<file path="config.mk">
export PLATFORM = sky130hd
export DESIGN_NAME = mem_read_arbiter
export DESIGN_NICKNAME = d
export VERILOG_FILES = /design/src/rtl/ledsuit_pkg.sv /design/src/rtl/rr_arbiter.sv /design/src/rtl/mem_read_arbiter.sv
export SDC_FILE = /design/constraint.sdc
export NUM_CORES = 1
export LEC_CHECK = 0
export CORE_MARGIN = 1
export CORE_UTILIZATION = 40
export DETAILED_ROUTE_END_ITERATION = 8
export PLACE_DENSITY_LB_ADDON = 0.12
export SYNTH_ARGS = -nofsm -noshare
export SYNTH_HDL_FRONTEND = slang
export SYNTH_HIERARCHICAL = 1
export SYNTH_SLANG_ARGS = --single-unit
</file>
<file path="constraint.sdc">
create_clock -name clk -period 3.5 [get_ports clk]
set_input_delay 0.7 -clock clk [delete_from_list [all_inputs] [get_ports clk]]
set_output_delay 0.7 -clock clk [all_outputs]
set_load 0.005 [all_outputs]
</file>
<file path="src/rtl/ledsuit_pkg.sv">
// Shared definitions for the LED suit frame path.
// CH_IDX_W(n) : width of a channel index for n channels, never below 1 bit.
// LED_DATA_W   : default frame bram data width.
// DEFAULT_ADDR_W : default frame bram address width.
package ledsuit_pkg;

  localparam int LED_DATA_W     = 8;
  localparam int DEFAULT_ADDR_W = 9;

  function automatic int CH_IDX_W(input int n);
    return (n <= 1) ? 1 : $clog2(n);
  endfunction

endpackage

</file>
<file path="src/rtl/rr_arbiter.sv">
// Combinational single-grant arbiter.
// Ports:
//   eligible    - per-channel eligibility mask
//   pointer     - last granted index; search starts just after it
//   grant_valid - at least one channel is eligible
//   grant_idx   - index of the winning channel
// With ROUND_ROBIN=0 the search start is pinned to NUM_CHANNELS-1, which
// turns the same rotate into a fixed lowest-index-wins priority.
module rr_arbiter import ledsuit_pkg::*; #(
  parameter int NUM_CHANNELS = 8,
  parameter int ROUND_ROBIN  = 1,
  parameter int IDX_W        = CH_IDX_W(NUM_CHANNELS)
) (
  input  logic [NUM_CHANNELS-1:0] eligible,
  input  logic [IDX_W-1:0]        pointer,
  output logic                    grant_valid,
  output logic [IDX_W-1:0]        grant_idx
);

  logic [IDX_W-1:0] start;
  logic [IDX_W-1:0] cand;

  assign start = (ROUND_ROBIN != 0) ? pointer : IDX_W'(NUM_CHANNELS - 1);

  // Walk from the farthest candidate to the nearest so the channel closest
  // after 'start' is the last (and therefore winning) assignment.
  always_comb begin
    grant_valid = 1'b0;
    grant_idx   = '0;
    cand        = '0;
    for (int k = NUM_CHANNELS; k >= 1; k--) begin
      cand = IDX_W'((int'(start) + k) % NUM_CHANNELS);
      if (eligible[cand]) begin
        grant_valid = 1'b1;
        grant_idx   = cand;
      end
    end
  end

endmodule

</file>
<file path="src/rtl/mem_read_arbiter.sv">
// N-channel read arbiter in front of a single-read-port frame bram.
// One read issued per cycle at most; each return is steered to the
// requesting channel's data slice with a one-cycle data_rdy pulse.
// Ports:
//   clk, rst       - system clock, synchronous active-high reset
//   data_req       - per-channel read request (level)
//   data_addr      - channel i address at [i*ADDRESS_WIDTH +: ADDRESS_WIDTH]
//   data           - channel i return data at [i*DATA_WIDTH +: DATA_WIDTH]
//   data_rdy       - one-cycle pulse, channel slice of data is valid
//   mem_data_addr  - registered bram read address
//   mem_ren        - registered bram read enable
//   mem_data       - bram read data, READ_LATENCY edges after the address
module mem_read_arbiter import ledsuit_pkg::*; #(
  parameter int NUM_CHANNELS  = 8,
  parameter int ADDRESS_WIDTH = DEFAULT_ADDR_W,
  parameter int DATA_WIDTH    = LED_DATA_W,
  parameter int READ_LATENCY  = 1,
  parameter int ROUND_ROBIN   = 1
) (
  input  logic                                 clk,
  input  logic                                 rst,
  input  logic [NUM_CHANNELS-1:0]              data_req,
  input  logic [NUM_CHANNELS*ADDRESS_WIDTH-1:0] data_addr,
  output logic [NUM_CHANNELS*DATA_WIDTH-1:0]   data,
  output logic [NUM_CHANNELS-1:0]              data_rdy,
  output logic [ADDRESS_WIDTH-1:0]             mem_data_addr,
  output logic                                 mem_ren,
  input  logic [DATA_WIDTH-1:0]                mem_data
);

  localparam int IDX_W = CH_IDX_W(NUM_CHANNELS);
  // One stage per bram latency edge plus one for the address register, so
  // the tail lines up with mem_data being valid.
  localparam int PIPE_D = READ_LATENCY + 1;

  logic [ADDRESS_WIDTH-1:0] addr_arr [NUM_CHANNELS];
  logic [NUM_CHANNELS-1:0]  pending;
  logic [NUM_CHANNELS-1:0]  pending_nxt;
  logic [NUM_CHANNELS-1:0]  ret_mask;
  logic [NUM_CHANNELS-1:0]  eligible;
  logic [IDX_W-1:0]         rr_ptr;
  logic                     grant_valid;
  logic [IDX_W-1:0]         grant_idx;
  logic [PIPE_D-1:0]        pipe_valid;
  logic [IDX_W-1:0]         pipe_idx [PIPE_D];

  // ret_mask is the data_rdy pulse being produced on this edge. The channel
  // is still pending here, so it cannot be granted on its return edge; it
  // becomes eligible again on the edge that closes its data_rdy cycle.
  always_comb begin
    ret_mask = '0;
    if (pipe_valid[PIPE_D-1]) ret_mask[pipe_idx[PIPE_D-1]] = 1'b1;
  end

  assign eligible = data_req & ~pending & ~ret_mask;

  always_comb begin
    pending_nxt = pending & ~ret_mask;
    if (grant_valid) pending_nxt[grant_idx] = 1'b1;
  end

  rr_arbiter #(
    .NUM_CHANNELS (NUM_CHANNELS),
    .ROUND_ROBIN  (ROUND_ROBIN),
    .IDX_W        (IDX_W)
  ) u_arb (
    .eligible    (eligible),
    .pointer     (rr_ptr),
    .grant_valid (grant_valid),
    .grant_idx   (grant_idx)
  );

  for (genvar i = 0; i < NUM_CHANNELS; i++) begin : g_ch
    logic [DATA_WIDTH-1:0] slice_q;

    assign addr_arr[i] = data_addr[i*ADDRESS_WIDTH +: ADDRESS_WIDTH];
    assign data[i*DATA_WIDTH +: DATA_WIDTH] = slice_q;

    always_ff @(posedge clk) begin
      if (rst) begin
        slice_q <= '0;
      end else if (ret_mask[i]) begin
        slice_q <= mem_data;
      end
    end
  end

  always_ff @(posedge clk) begin
    if (rst) begin
      mem_data_addr <= '0;
      mem_ren       <= 1'b0;
      data_rdy      <= '0;
      pending       <= '0;
      rr_ptr        <= IDX_W'(NUM_CHANNELS - 1);
      pipe_valid    <= '0;
      for (int s = 0; s < PIPE_D; s++) pipe_idx[s] <= '0;
    end else begin
      mem_ren  <= grant_valid;
      data_rdy <= ret_mask;
      pending  <= pending_nxt;
      if (grant_valid) begin
        mem_data_addr <= addr_arr[grant_idx];
        rr_ptr        <= grant_idx;
      end
      pipe_valid  <= {pipe_valid[PIPE_D-2:0], grant_valid};
      pipe_idx[0] <= grant_idx;
      for (int s = PIPE_D - 1; s > 0; s--) pipe_idx[s] <= pipe_idx[s-1];
    end
  end

endmodule

</file>
* Word-level counts from Yosys, hierarchy flattened
Memories as Yosys holds them, arrays and structs flattened.
Cells that the tools add are included.
** Storage, ports and cells
- Memories kept :: 1
- Memory bits (writable) :: 6
- Input bits :: 90
- Bits in registers :: 95
- Word-level logic and storage cells :: 93
** Memories
- pipe_idx :: words 2, bits a word 3, rd ports 2, clocked after memory_dff 0, wr ports 2, RTL line mem_read_arbiter.sv:45 : logic [IDX_W-1:0] pipe_idx [PIPE_D];
** Operators by class
- Reductions and logical operators :: 2
- Bitwise logic cells :: 9
- $lt $le $gt $ge :: 13
- Muxes and demuxes :: 46
- $add $sub $neg :: 8
** Operators with widths (count)
- $lt 3x4->1 const B :: 10
- $mux 3 :: 10
- $bmux 9 s3 :: 1
- $and 8x8->8 :: 3
- $bmux 1 s3 :: 8
- $mux 1 :: 21
- $mux 9 :: 2
- $mux 8 :: 2
- $not 8->8 :: 2
- $add 3x3->3 const B :: 4
- $or 8x8->8 :: 1
- $add 3x1->3 const B :: 2
- $add 3x2->3 const B :: 2
- $demux 1 s3 :: 2
- $ge 3x1->1 const B :: 2
- $ge 4x4->1 const B :: 1
- $not 3->4 :: 1
- $logic_and 1x1->1 :: 2
- $or 1x1->1 :: 2

* Longest topological paths before layout
- Depth in word-level cells :: 23
- Depth in mapped cells :: 15
- Depth with buffers taken out :: 10

* Modules after synthesis
The synthesis kept the hierarchy.
** Modules (own cells, without submodules)
- mem_read_arbiter :: times used 1, seq. area each 2001.9 µm², cells an instance 476, area an instance 4187.8 µm²
- rr_arbiter :: times used 1, seq. area each 0.0 µm², cells an instance 77, area an instance 674.4 µm²

* Worst setup path before layout
OpenSTA, ideal clock, no wires.
- Path type :: reg-to-reg
- From :: reg rr_ptr[1]
- To :: reg mem_data_addr[8]
- Path slack :: -0.195 ns
- Cell stages (with the launch flop) :: 14
- Buffers on the path :: 3
- Setup time :: 0.142 ns
- Arrival :: 3.553 ns
- Cell sequence :: dfxtp_1 > clkbuf_1 > inv_1 > ha_1 > buf_6 > mux4_2 > mux2_4 > or3_1 > o311ai_1 > a31oi_1 > buf_6 > mux2_4 > a222oi_1 > a311oi_1
** On the way
- Word-level cells in the longest chain between the ends :: 15
- Elaborated cells on any way between the ends :: 44
- Classes of those cells :: add/sub: 8; mux: 35; bitwise: 1
** Ends and longest elaborated chain
- start, declared :: RTL line mem_read_arbiter.sv:41 : logic [IDX_W-1:0] rr_ptr;
- start signal, assigned :: RTL line mem_read_arbiter.sv:94 : rr_ptr <= IDX_W'(NUM_CHANNELS - 1);
- start signal, assigned :: RTL line mem_read_arbiter.sv:103 : rr_ptr <= grant_idx;
- $add 3x1->3 :: RTL line rr_arbiter.sv:32 : cand = IDX_W'((int'(start) + k) % NUM_CHANNELS);
- $bmux 1 s3 :: RTL line rr_arbiter.sv:33 : if (eligible[cand]) begin
- $mux 1 (not written as such) :: RTL line rr_arbiter.sv:33
- $mux 3 (7 in a row) :: RTL line rr_arbiter.sv:33
- $mux 3 (*) :: RTL line rr_arbiter.sv:33
- named net grant_idx[0] :: RTL line mem_read_arbiter.sv:43 : logic [IDX_W-1:0] grant_idx;
- $not 3->4 (not written as such) (*) :: RTL line mem_read_arbiter.sv:102 : mem_data_addr <= addr_arr[grant_idx];
- $bmux 9 s3 (*) :: RTL line mem_read_arbiter.sv:102
- $mux 9 (not written as such) (*) (2 in a row) :: RTL line mem_read_arbiter.sv:102
- end signal, assigned :: RTL line mem_read_arbiter.sv:102
- end, declared :: RTL line mem_read_arbiter.sv:26 : output logic [ADDRESS_WIDTH-1:0] mem_data_addr,
The timed path passes the listed nets; every way through them passes the cells marked *. The select of a mux whose other input is x is not followed.
A chain may end at the register's enable or synchronous reset.

==> flow_summary.json <==
{
  "status": "complete, but fails checks",
  "violations": "design-rule violations, negative setup slack",
  "crit_slowest_cell": "mux4_2",
  "synth-simple-area-share": 0.214,
  "rsz0062_at_grt": "true",
  "ys_async_sr_fraction": 0,
  "holdPathStages": 1,
  "grt_max_degree": 101,
  "drive_gt1_frac": 0.241,
  "drv_cap": 0,
  "crit_arrival_ps": 3750,
  "startpoint_type": "register",
  "clk_path_buf_depth": 2,
  "core_area_um2": 11600,
  "synthesis.nets": 645,
  "multiInputGateArea_um2": 2800,
  "synth.distinct_cells": 49,
  "slew_headroom": 0.297,
  "fill_cells": 973,
  "synth_top_family_by_area": "simple AND/OR/NAND/NOR gates",
  "worst_slack_ps": -85.7,
  "powerDensity_nw_per_um2": 1060,
  "hpwl_um": 10700,
  "finalHoldViolCount": 0,
  "synthTopCellsByArea": "dfxtp_1, nand2_1, mux2_2",
  "yosysMostFrequentCell": "nand2_1",
  "post-route-drc-count": 12,
  "grt_pass1_vias": 4660,
  "tritoncts": "built",
  "insertion_delay_ps": 340,
  "clock-sinks": 100,
  "synth_top_area_share": 0.412,
  "netlist_area_um2": 4860,
  "holdPathEnd": "pipe_idx[0][4]",
  "place_inst": 868,
  "clock-skew-final_ps": 9.95,
  "yosysWarnings": 6,
  "wl_per_cell_um": 16.6,
  "setup_violations": 8,
  "synth.area.mux_share": 0.149,
  "nNetsFinal": 847,
  "die_y_um": 112,
  "drv_slew": 0,
  "htree_levels": 3,
  "overflow": 0,
  "via_count": 4771,
  "ioPinCount": 172,
  "reg2regPathDepth": 12,
  "r2r_end": "mem_data_addr[3]",
  "syn_to_final_growth_pct": 57.5,
  "drtPass1Iterations": 7,
  "drt.antenna.violating_nets": 0,
  "grt_antenna_before_repair": 0,
  "cp_cell_sequence": "nor4b_4 -> nor3b_4 -> mux4_2 -> mux2_4 -> or3_4 -> o311ai_4 -> a31oi_4 -> buf_6 -> buf_12 -> mux2_4 -> a222oi_1 -> a211oi_1",
  "synth_commonest_cells": "nand2_1, dfxtp_1, a21oi_1",
  "r2r_setup_slack_ps": -90,
  "grt_pass1_wl_um": 23300,
  "hp-class": "reg2reg",
  "yosys.area_share.xor_xnor": 0.00540,
  "required_ps": 3670,
  "power_leakage_nw": 2.87,
  "worst_path_most_repeated_cell": "mux2_4",
  "wirelength_um": 15000,
  "hp-start": "pipe_idx[0][1]",
  "startpoint": "pipe_idx[0][3]",
  "vdd_drop_max_mv": 0.803,
  "num_rows": 39,
  "grt.total_usage": 0.235,
  "worstMarginPinSlew_ps": 1050,
  "crit_type": "reg2reg",
  "vias_per_cell": 5.28,
  "period_minus_slack_ps": 3590,
  "cp_max_fo": 7,
  "clk_pin_slew_ps": 70,
  "final_util": 0.659,
  "cts-hold-fix-buffers": 0,
  "max_freq_ghz": 0.279,
  "synth_seq_cells": 100,
  "worst-path-buf-inv": 2,
  "stdcell_count": 903,
  "ff_latch_area_um2": 2020,
  "antennaDiodeCount": 0,
  "fin_crit_sh": 1.02,
  "drt_iter0_drc": 278,
  "avgSynthCellArea_um2": 8.79,
  "synth_top_cell_by_area": "dfxtp_1",
  "gp_congestion": 0.845,
  "initial_core_util": 0.419,
  "slowest_delay_ps": 490,
  "r2r-start": "pipe_idx[0][3]",
  "yosysSeqAreaShare": 0.412,
  "die-area_um2": 12600,
  "synthAdderAreaFrac": 0.00515,
  "dieWidth_um": 112,
  "ys.flop_type": "dfxtp_1",
  "netlist_instances": 553,
  "cts_inserted_buffers": 9,
  "io_buffers": 171,
  "crit_path_end_kind": "register",
  "synth-edff-count": 0,
  "synth_compound_area_frac": 0.155,
  "cp_top_family": "multiplexers",
  "cts-root-buf": "clkbuf_16"
}
==> state kept, by name, summed over array words and instances (netlist names) <==
register       flops
mem_data_addr      9
pipe_idx           6
pending            8
g_ch.slice_q      64
data_rdy           8
pipe_valid         2
rr_ptr             3
==> power breakdown <==
group,internal (W),switching (W)
Combinational,0.00324,0.00245
Clock,0.000579,0.000440
Sequential,0.00128,0.0000972
Total,0.00511,0.00299
==> kinds of logic after synthesis <==
family / after synthesis
DFF: 100
and+or+nand+nor: 214
adders and majority gates: 2
xor gates and xnor gates: 3
AOI/OAI and AO/OA: 123
buffers and inverters: 55
muxes: 56
==> final cells by class <==
type | count | share of cell area
multi-input combinational | 398 | 0.365
timing repair buffer | 240 | 0.305
sequential | 100 | 0.264
clock buffer | 10 | 0.0312
tap | 143 | 0.0234
clock inverter | 6 | 0.00915
inverter | 6 | 0.00294
==> routing by layer <==
metal  vias up  global-route usage  routed length, um
li1       2355                   -                  -
met4         0              0.0844                223
met2       170               0.416               7620
met1      2229               0.277               6150
met5         -                   0                  0
met3        17              0.0545               1020
==> how the worst max path moves through the flow <==
| stage | endpoint | slack, ps | cells past startpoint |
|---|---|---|---|
| 2_1_floorplan | mem_data_addr[8] | -40 | 12 |
| 3_5_place_dp | mem_data_addr[3] | -670 | 11 |
| 3_3_place_gp | mem_data_addr[8] | -580 | 11 |
| 6_report | mem_data_addr[3] | -90 | 12 |
| 4_1_cts | mem_data_addr[3] | -100 | 12 |
| 5_1_grt | mem_data_addr[8] | -210 | 12 |
==> metrics by stage <==
stage / cell area (um2) / hold WS (ps) / setup TNS [ps] / power, W / worst slack (ps)
global placement: 6910 / 417 / -7060 / 0.00576 / -581
finish: 7660 / 439 / -418 / 0.00810 / -85.7
CTS: 7560 / 439 / -444 / 0.00787 / -102
global route: 7660 / 447 / -1420 / 0.00852 / -206
floorplan: 4890 / 414 / -42.0 / 0.00434 / -42.0
detailed placement: 6910 / 427 / -8340 / 0.00584 / -666
==> repair_timing <==
action / in CTS / in global routing
gates cloned: 3 / 0
pin swaps: 14 / 6
setup endpoints to repair: 11 / 11
resized for setup: 52 / 23
buffers inserted: 9 / 8
==> cell usage in the layout, fill, tap and decap left out, types with 4 or more instances in the layout <==
cell type,Yosys,layout
a211oi_1,11,9
a21oi_1,76,71
a21oi_2,0,5
a222oi_1,9,9
a22oi_1,8,8
buf_4,4,57
buf_6,6,8
clkbuf_16,0,9
clkdlybuf4s50_1,0,162
dfxtp_1,100,95
dfxtp_4,0,4
dlygate4sd2_1,0,8
inv_1,5,4
mux2_2,42,36
mux2_4,2,8
mux4_2,8,8
nand2_1,133,132
nor2_1,30,29
nor2b_1,12,12
nor3b_4,0,9
Power figures use the tool's default switching activity.
